==> src/rtl/ex_alu_sequencer_if.sv <==
// Bundle of upstream, ALU-control, memory-stage and redirect signals for the execute-stage sequencer.
// master: the sequencer itself; slave: the surrounding pipeline and ALU datapath.
interface ex_alu_sequencer_if #(
  parameter int unsigned CNT_W = 16
);
  logic              in_valid;
  logic              in_ready;
  logic [1:0]        in_kind;
  logic [1:0]        in_cond;
  logic [12:0]       in_alu_cfg;
  logic [12:0]       alu_cfg;
  logic              pass;
  logic              tgt_sel;
  logic [15:0]       alu_out;
  logic              alu_zero;
  logic              out_valid;
  logic              out_ready;
  logic [15:0]       res_q;
  logic              redirect;
  logic [15:0]       redirect_pc;
  logic [CNT_W-1:0]  taken_cnt;

  modport master (
    input  in_valid, in_kind, in_cond, in_alu_cfg, alu_out, alu_zero, out_ready,
    output in_ready, alu_cfg, pass, tgt_sel, out_valid, res_q, redirect, redirect_pc, taken_cnt
  );

  modport slave (
    output in_valid, in_kind, in_cond, in_alu_cfg, alu_out, alu_zero, out_ready,
    input  in_ready, alu_cfg, pass, tgt_sel, out_valid, res_q, redirect, redirect_pc, taken_cnt
  );
endinterface

==> src/rtl/ex_alu_sequencer.sv <==
// Time-shares the execute ALU between the data pass and the branch/jump target add,
// evaluates branch conditions and issues a one-cycle PC redirect.
module ex_alu_sequencer #(
  parameter logic [2:0]  OP_ADD = 3'b100,
  parameter int unsigned CNT_W  = 16
) (
  input logic                clk,
  input logic                rst_n,
  ex_alu_sequencer_if.master bus
);

  typedef enum logic {StIdle, StTgt} state_e;

  state_e           state_q, state_d;
  logic             out_valid_q, out_valid_d;
  logic [15:0]      res_q, res_d;
  logic             redirect_q, redirect_d;
  logic [15:0]      redirect_pc_q, redirect_pc_d;
  logic [CNT_W-1:0] taken_cnt_q, taken_cnt_d;
  logic             taken_q, taken_d;
  logic             tgt_sel_q, tgt_sel_d;

  logic free;
  logic cond_hit;
  logic taken;

  assign free = !out_valid_q || bus.out_ready;

  // Decode sets up the data pass to forward Rs, so flags/sign reflect the register value.
  always_comb begin
    cond_hit = 1'b0;
    unique case (bus.in_cond)
      2'b00: cond_hit = bus.alu_zero;
      2'b01: cond_hit = !bus.alu_zero;
      2'b10: cond_hit = bus.alu_out[15];
      2'b11: cond_hit = !bus.alu_out[15];
    endcase
  end

  assign taken = bus.in_kind[1] || ((bus.in_kind == 2'b01) && cond_hit);

  always_comb begin
    state_d       = state_q;
    out_valid_d   = out_valid_q && !bus.out_ready;
    res_d         = res_q;
    redirect_d    = 1'b0;
    redirect_pc_d = redirect_pc_q;
    taken_cnt_d   = taken_cnt_q;
    taken_d       = taken_q;
    tgt_sel_d     = tgt_sel_q;
    bus.in_ready  = 1'b0;
    bus.pass      = 1'b0;
    bus.alu_cfg   = bus.in_alu_cfg;

    unique case (state_q)
      StIdle: begin
        if (bus.in_valid && free) begin
          res_d       = bus.alu_out;
          out_valid_d = 1'b1;
          if (taken) begin
            taken_d   = 1'b1;
            tgt_sel_d = (bus.in_kind == 2'b11);
            state_d   = StTgt;
          end else begin
            bus.in_ready = 1'b1;
          end
        end
      end
      StTgt: begin
        bus.pass      = 1'b1;
        // Source muxes are forced by pass; only the op/carry/sign fields matter here.
        bus.alu_cfg   = {3'b000, 3'b000, OP_ADD, 1'b0, 1'b0, 1'b0, 1'b1};
        bus.in_ready  = 1'b1;
        redirect_pc_d = bus.alu_out;
        redirect_d    = 1'b1;
        taken_cnt_d   = taken_cnt_q + CNT_W'(1);
        taken_d       = 1'b0;
        state_d       = StIdle;
      end
    endcase
  end

  always_ff @(posedge clk or negedge rst_n) begin
    if (!rst_n) begin
      state_q       <= StIdle;
      out_valid_q   <= 1'b0;
      res_q         <= '0;
      redirect_q    <= 1'b0;
      redirect_pc_q <= '0;
      taken_cnt_q   <= '0;
      taken_q       <= 1'b0;
      tgt_sel_q     <= 1'b0;
    end else begin
      state_q       <= state_d;
      out_valid_q   <= out_valid_d;
      res_q         <= res_d;
      redirect_q    <= redirect_d;
      redirect_pc_q <= redirect_pc_d;
      taken_cnt_q   <= taken_cnt_d;
      taken_q       <= taken_d;
      tgt_sel_q     <= tgt_sel_d;
    end
  end

  assign bus.tgt_sel     = tgt_sel_q;
  assign bus.out_valid   = out_valid_q;
  assign bus.res_q       = res_q;
  assign bus.redirect    = redirect_q;
  assign bus.redirect_pc = redirect_pc_q;
  assign bus.taken_cnt   = taken_cnt_q;

endmodule

==> src/flat_wrapper.sv <==
// flat-port wrapper written by rule: the top's interface ports become plain ports
module ex_alu_sequencer_flat 
#(
  parameter logic [2:0]  OP_ADD = 3'b100,
  parameter int unsigned CNT_W  = 16
)
  (clk, rst_n, bus_in_valid, bus_in_kind, bus_in_cond, bus_in_alu_cfg, bus_alu_out, bus_alu_zero, bus_out_ready, bus_in_ready, bus_alu_cfg, bus_pass, bus_tgt_sel, bus_out_valid, bus_res_q, bus_redirect, bus_redirect_pc, bus_taken_cnt);
  ex_alu_sequencer_if #(.CNT_W(CNT_W)) bus_i ();
  input logic clk;
  input logic rst_n;
  input wire logic [$bits(bus_i.in_valid)-1:0] bus_in_valid;
  input wire logic [$bits(bus_i.in_kind)-1:0] bus_in_kind;
  input wire logic [$bits(bus_i.in_cond)-1:0] bus_in_cond;
  input wire logic [$bits(bus_i.in_alu_cfg)-1:0] bus_in_alu_cfg;
  input wire logic [$bits(bus_i.alu_out)-1:0] bus_alu_out;
  input wire logic [$bits(bus_i.alu_zero)-1:0] bus_alu_zero;
  input wire logic [$bits(bus_i.out_ready)-1:0] bus_out_ready;
  output wire logic [$bits(bus_i.in_ready)-1:0] bus_in_ready;
  output wire logic [$bits(bus_i.alu_cfg)-1:0] bus_alu_cfg;
  output wire logic [$bits(bus_i.pass)-1:0] bus_pass;
  output wire logic [$bits(bus_i.tgt_sel)-1:0] bus_tgt_sel;
  output wire logic [$bits(bus_i.out_valid)-1:0] bus_out_valid;
  output wire logic [$bits(bus_i.res_q)-1:0] bus_res_q;
  output wire logic [$bits(bus_i.redirect)-1:0] bus_redirect;
  output wire logic [$bits(bus_i.redirect_pc)-1:0] bus_redirect_pc;
  output wire logic [$bits(bus_i.taken_cnt)-1:0] bus_taken_cnt;
  assign bus_i.in_valid = bus_in_valid;
  assign bus_i.in_kind = bus_in_kind;
  assign bus_i.in_cond = bus_in_cond;
  assign bus_i.in_alu_cfg = bus_in_alu_cfg;
  assign bus_i.alu_out = bus_alu_out;
  assign bus_i.alu_zero = bus_alu_zero;
  assign bus_i.out_ready = bus_out_ready;
  assign bus_in_ready = bus_i.in_ready;
  assign bus_alu_cfg = bus_i.alu_cfg;
  assign bus_pass = bus_i.pass;
  assign bus_tgt_sel = bus_i.tgt_sel;
  assign bus_out_valid = bus_i.out_valid;
  assign bus_res_q = bus_i.res_q;
  assign bus_redirect = bus_i.redirect;
  assign bus_redirect_pc = bus_i.redirect_pc;
  assign bus_taken_cnt = bus_i.taken_cnt;
  ex_alu_sequencer #(.OP_ADD(OP_ADD), .CNT_W(CNT_W)) u_core (.clk(clk), .rst_n(rst_n), .bus(bus_i));
endmodule
==> config.mk <==
export PLATFORM = sky130hd
export DESIGN_NAME = ex_alu_sequencer_flat
export DESIGN_NICKNAME = d
export VERILOG_FILES = /design/src/rtl/ex_alu_sequencer_if.sv /design/src/rtl/ex_alu_sequencer.sv /design/src/flat_wrapper.sv
export SDC_FILE = /design/constraint.sdc
export NUM_CORES = 1
export LEC_CHECK = 0
export ABC_AREA = 1
export ABC_CLOCK_PERIOD_IN_PS = 2000
export BUFFER_PORTS_ARGS = -buffer_cell sky130_fd_sc_hd__buf_4
export CORE_ASPECT_RATIO = 0.75
export CORE_MARGIN = 4
export CORE_UTILIZATION = 35
export CTS_BUF_LIST = sky130_fd_sc_hd__clkbuf_2
export DETAILED_ROUTE_END_ITERATION = 12
export PLACE_DENSITY = 0.74
export SLEW_MARGIN = 20
export SYNTH_ARGS = -nofsm -noshare
export SYNTH_HDL_FRONTEND = slang
export SYNTH_SLANG_ARGS = --single-unit
==> constraint.sdc <==
create_clock -name clk -period 2 [get_ports clk]
set_clock_uncertainty 0.1 [all_clocks]
set_input_delay 0.1 -clock clk [delete_from_list [all_inputs] [get_ports clk]]
set_output_delay 0.1 -clock clk [all_outputs]
set_load 0.005 [all_outputs]
After elaboration in Yosys (flattened, before gate mapping)
Cells that the tools add are included.
Widths: inputs -> output; s select.

word-level totals
  register bits = 52
  latch bits = 0
  bits in writable memories = 0
  bits in read-only memories = 0
  input port bits = 38
  output and inout bits = 66
  logic and storage cells = 37
  memories = 0

cells by class
  $add $sub $neg = 1
  $mul = 0
  divide/modulo/power cells = 0
  magnitude comparators = 0
  equality and inequality tests = 5
  shift operators = 0
  mux-type cells = 11
  bitwise gates (word level) = 1
  reductions and logical operators = 12

operator list
  cell                   count
  $add 16x1->16 const B  1
  $mux 13                1
  $mux 1                 7
  $eq 2x2->1 const B     3
  $eq 2x1->1 const B     2
  $logic_not 1->1        4
  $pmux 1 s2             2
  $pmux 1 s4             1
  $logic_and 1x1->1      3
  $reduce_and 3->1       1
  $logic_not 2->1        1
  $logic_or 1x1->1       2
  $reduce_and 2->1       1
  $not 1->1              1

Longest topological paths before layout
  depth in word-level cells = 7
  depth in mapped cells = 8
  mapped depth without buffers = 8

Worst setup path before layout
Ideal clock, no wire load.

  path kind = reg2reg
  start point = register u_core.taken_cnt_q[0], in the netlist u_core.bus.taken_cnt[0]
  end point = register u_core.taken_cnt_q[12], in the netlist u_core.bus.taken_cnt[12]
  setup time = 0.118 ns
  arrival time = 1.133 ns
  required time = 1.782 ns
  slack = 0.648 ns
  cell stages (with the launch flop) = 7
  buffers on the path = 0
  clock period less this slack = 1.352 ns
  cells stage by stage = dfrtp_1 > ha_1 > nand3_1 > nor2_2 > nand3b_1 > xor2_1 > inv_1

on the way
  word-level cells in the longest chain between the ends = 1

RTL lines
  element                   RTL line                text
  start: declaration        ex_alu_sequencer.sv:19  logic [CNT_W-1:0] taken_cnt_q, taken_cnt_d;
  start signal: assignment  ex_alu_sequencer.sv:99  taken_cnt_q <= taken_cnt_d;
  $add 16x1->16             ex_alu_sequencer.sv:76  taken_cnt_d = taken_cnt_q + CNT_W'(1);

No other way between the ends.
A chain may end at the register's enable or synchronous reset.

Worst setup path in the final report
  start point = register u_core.state_q
  end point = register u_core.tgt_sel_q, in the netlist u_core.bus.tgt_sel

on the way
  word-level cells in the longest chain between the ends = 2

RTL lines
  element                     RTL line                 text
  start: declaration          ex_alu_sequencer.sv:14   state_e state_q, state_d;
  start signal: assignment    ex_alu_sequencer.sv:85   state_q <= StIdle;
  start signal: assignment    ex_alu_sequencer.sv:94   state_q <= state_d;
  $not 1->1                   -
  $reduce_and 3->1 (no line)  -
  end signal: assignment      ex_alu_sequencer.sv:101  tgt_sel_q <= tgt_sel_d;
  end: declaration            ex_alu_sequencer.sv:21   logic tgt_sel_q, tgt_sel_d;

No other way between the ends.

==> flow_summary.ini <==
[sta]
final_min_period_over_clock_period_pct = 93.4
upper_clock_frequency_limit_ghz = 0.535
grt_setup_unrepaired = false
timing.final.max_slew_violations = 0
timing_worst_slew_pin_value_ps = 640
fin_setup_tns_ps = 0
finalHoldViolCount = 0
setup_slack_ps = 132
setup_viol = 0
slew_headroom_pct = 57.3
post-route-min-period_ps = 1870

[finish]
stdcell_count = 476
antenna-diode-count = 0
final_layout_size_suffix_gt1_share_pct = 31.1
fillerInstances = 604
nets = 433
layout_overhead_on_the_synthesized_area_pct = 50.4

[clock_network]
clock_tree_from_tritoncts = yes
cts.clk_slew.worst_paths_ps = 250
cts_sinks = 52
postCtsSetupRepairBufs = 0
cts_buffer_depth = 2
htreeDepth = 2
clock_latency_ps = 420
number_of_buffers_created_by_cts = 5
clock_tree.root_cell = sky130_fd_sc_hd__clkbuf_2

[critical_path]
worstPathCellList = nor2_2, buf_4, nand3_1, dlygate4sd3_1, nand2_1
rr_endpoint = u_core.bus.tgt_sel$_DFFE_PN0P_
cp_data_required_time_ps = 2280
timing.critical_path.fanout_max = 18
cp_slowest_stage_delay_ps = 630
setup.worst_path.end_class = flop
critPathLaunchType = flop
timing.reg2reg.worst_path_depth = 5
reg2reg_setup_slack_ps = 130
crit-reg2reg-launch = u_core.state_q$_DFF_PN0_
worst-setup-path-type = flop to flop
crit_slowest_cell = sky130_fd_sc_hd__dfrtp_4
cp.arrival_ps = 2140

[synthesis]
synth.top_cell.area_share_pct = 57.5
yosysTopAreaCell = sky130_fd_sc_hd__dfrtp_1
synth_top_flop_cell = sky130_fd_sc_hd__dfrtp_1
synthMostInstantiatedCell = sky130_fd_sc_hd__nand2_1
syn_area_per_cell_um2 = 8.51
mappedNetlistArea_um2 = 2260
cells_taking_the_most_area_after_synthesis = sky130_fd_sc_hd__dfrtp_1 57%, sky130_fd_sc_hd__nand2_1 19%, sky130_fd_sc_hd__inv_1 5.6%, sky130_fd_sc_hd__xor2_1 3.9%, sky130_fd_sc_hd__nand3_1 2.0%
most_numerous_cell_types_in_the_synthesized_netlist = 113 x sky130_fd_sc_hd__nand2_1, 52 x sky130_fd_sc_hd__dfrtp_1, 34 x sky130_fd_sc_hd__inv_1
yosys_warnings = 0
yosys.cell_types.count = 19
syn-num-nets = 305
synth-seq-area-share_pct = 57.5
async_flop_share_pct = 100
synth_enable_flop_cells = 0
synth_seq_cells = 52
synthCells = 266

[floorplanning]
ioPinCount = 104
core_area_um2 = 6290
initial_utilization_pct = 36.0
fp-row-count = 25
die_w_um = 101
die_area_um2 = 7830
die_h_um = 77.7

[pwr]
leakagePower_uw = 0.00190
irDropWorstVdd_mv = 0.333
report.power.total_uw = 2560
power.density_cell_area_nw_per_um2 = 753

[detailed_routing]
drtIter0Drc = 78
ant_nets = 0
drt_wl_total_um = 5940
drt_pass1_iterations = 4
vias = 2068
routed_wire_length_per_instance_um = 12.5
drt-vias-per-instance = 4.34
drc = 0

[job]
max_cap_viol_count = 0

[global_routing]
grt_first_pass_wirelength_um = 10100
grt_overflow = 0
antenna_violations_before_repair = 0
first_global_vias = 2166
pin_count_of_the_biggest_net_entering_global_routing = 53
grtUsageTotal_pct = 15.9

[placed_design]
place.port_buffers = 103
dpl_worst_slack_ps = 228
place_inst = 445
place_congestion = 0.759
hpwlAfterDp_um = 4310

[min_path]
min-delay-path-class = input pin to asynchronous set/reset pin

[run_status]
status = finished, final reports clean
[routing by layer]
| metal | global-route usage [%] | vias to the layer above | wire (um) |
|---|---|---|---|
| met3 | 4.67 | 16 | 370 |
| met5 | 0 | - | 0 |
| li1 | - | 1050 | - |
| met4 | 5.92 | 0 | 158 |
| met2 | 25.8 | 64 | 2740 |
| met1 | 20.0 | 938 | 2680 |
[layout by cell type, fill, tap and decap left out, drive strengths merged]
master       count
clkinv           1
nor2            17
dlygate4sd3     23
ha               1
nand2          113
nand3           10
nor3             4
xnor2            3
buf            106
dfrtp           52
inv             33
nand4            2
clkinvlp         2
clkbuf           6
xor2            10
or2              2
o21ai            9
nand3b           1
[final cells by class]
cell class,count,area [um^2],share of cell area (%)
multi-input cells,172,802,23.5
clock inverters,2,11.3,0.331
well taps,81,101,2.97
inverters,34,131,3.86
flip-flops and latches,52,1310,38.3
repair buffers,129,1030,30.1
clock buffers,6,30.0,0.881
[worst max-delay path by stage]
stage	depth (start not counted)	endpoint	start
floorplan	6	u_core.bus.taken_cnt[12]$_DFFE_PN0P_	u_core.bus.taken_cnt[0]$_DFFE_PN0P_
global placement	3	u_core.bus.res_q[12]$_DFFE_PN0P_	u_core.state_q$_DFF_PN0_
detailed placement	3	u_core.bus.res_q[13]$_DFFE_PN0P_	u_core.state_q$_DFF_PN0_
CTS	3	bus_in_ready	u_core.state_q$_DFF_PN0_
global route	3	bus_in_ready	u_core.state_q$_DFF_PN0_
finish	5	u_core.bus.tgt_sel$_DFFE_PN0P_	u_core.state_q$_DFF_PN0_
[where the power goes]
group          leakage, uW  internal, uW  total [uW]  switching (uW)
sequential        0.000659          1240        1400             162
combinational      0.00121           436         758             322
clock            0.0000266          87.2         405             318
total              0.00190          1760        2560             802
[registers in the layout (all words and copies together), names as in the netlist]
register,cells
u_core.bus.redirect_pc,16
u_core.bus.res_q,16
u_core.bus.taken_cnt,16
u_core.bus.out_valid,1
u_core.bus.redirect,1
u_core.bus.tgt_sel,1
u_core.state_q,1
[critical path: cells and delay by family (launching register included)]
family	cells	cell delay, ps
AND/OR/NAND/NOR	3	310
flip-flops	1	630
buffers and inverters	2	790
[repair_timing]
item,in CTS,in global routing
setup endpoints to repair,1,1
resized for setup,1,2
pin swaps,0,0
endpoints found under the hold margin,87,0
hold buffers,23,0
[metrics by stage]
| step | util (%) | cell area, um^2 | hold slack (ps) |
|---|---|---|---|
| after detailed placement | 49.8 | 3130 | 74.4 |
| final | 54.2 | 3410 | 99.2 |
| after global routing | 54.2 | 3410 | 113 |
| after CTS | 54.1 | 3400 | 104 |
| after global placement | 49.8 | 3130 | 71.2 |
| after floorplan | - | 2260 | -296 |
[logic make-up (layout without fill, tap and decap cells)]
group                    after synthesis  count (layout)  share of synthesized area (%)
XOR/XNOR                              13              13                           5.03
AO/OA/AOI/OAI                          9               9                           1.99
buffers and inverters                 42             171                           7.13
adder cells (fa/ha/maj)                1               1                          0.552
flip-flops                            52              52                           57.5
AND/OR/NAND/NOR                      149             149                           27.8
Power figures use the tool's default switching activity.
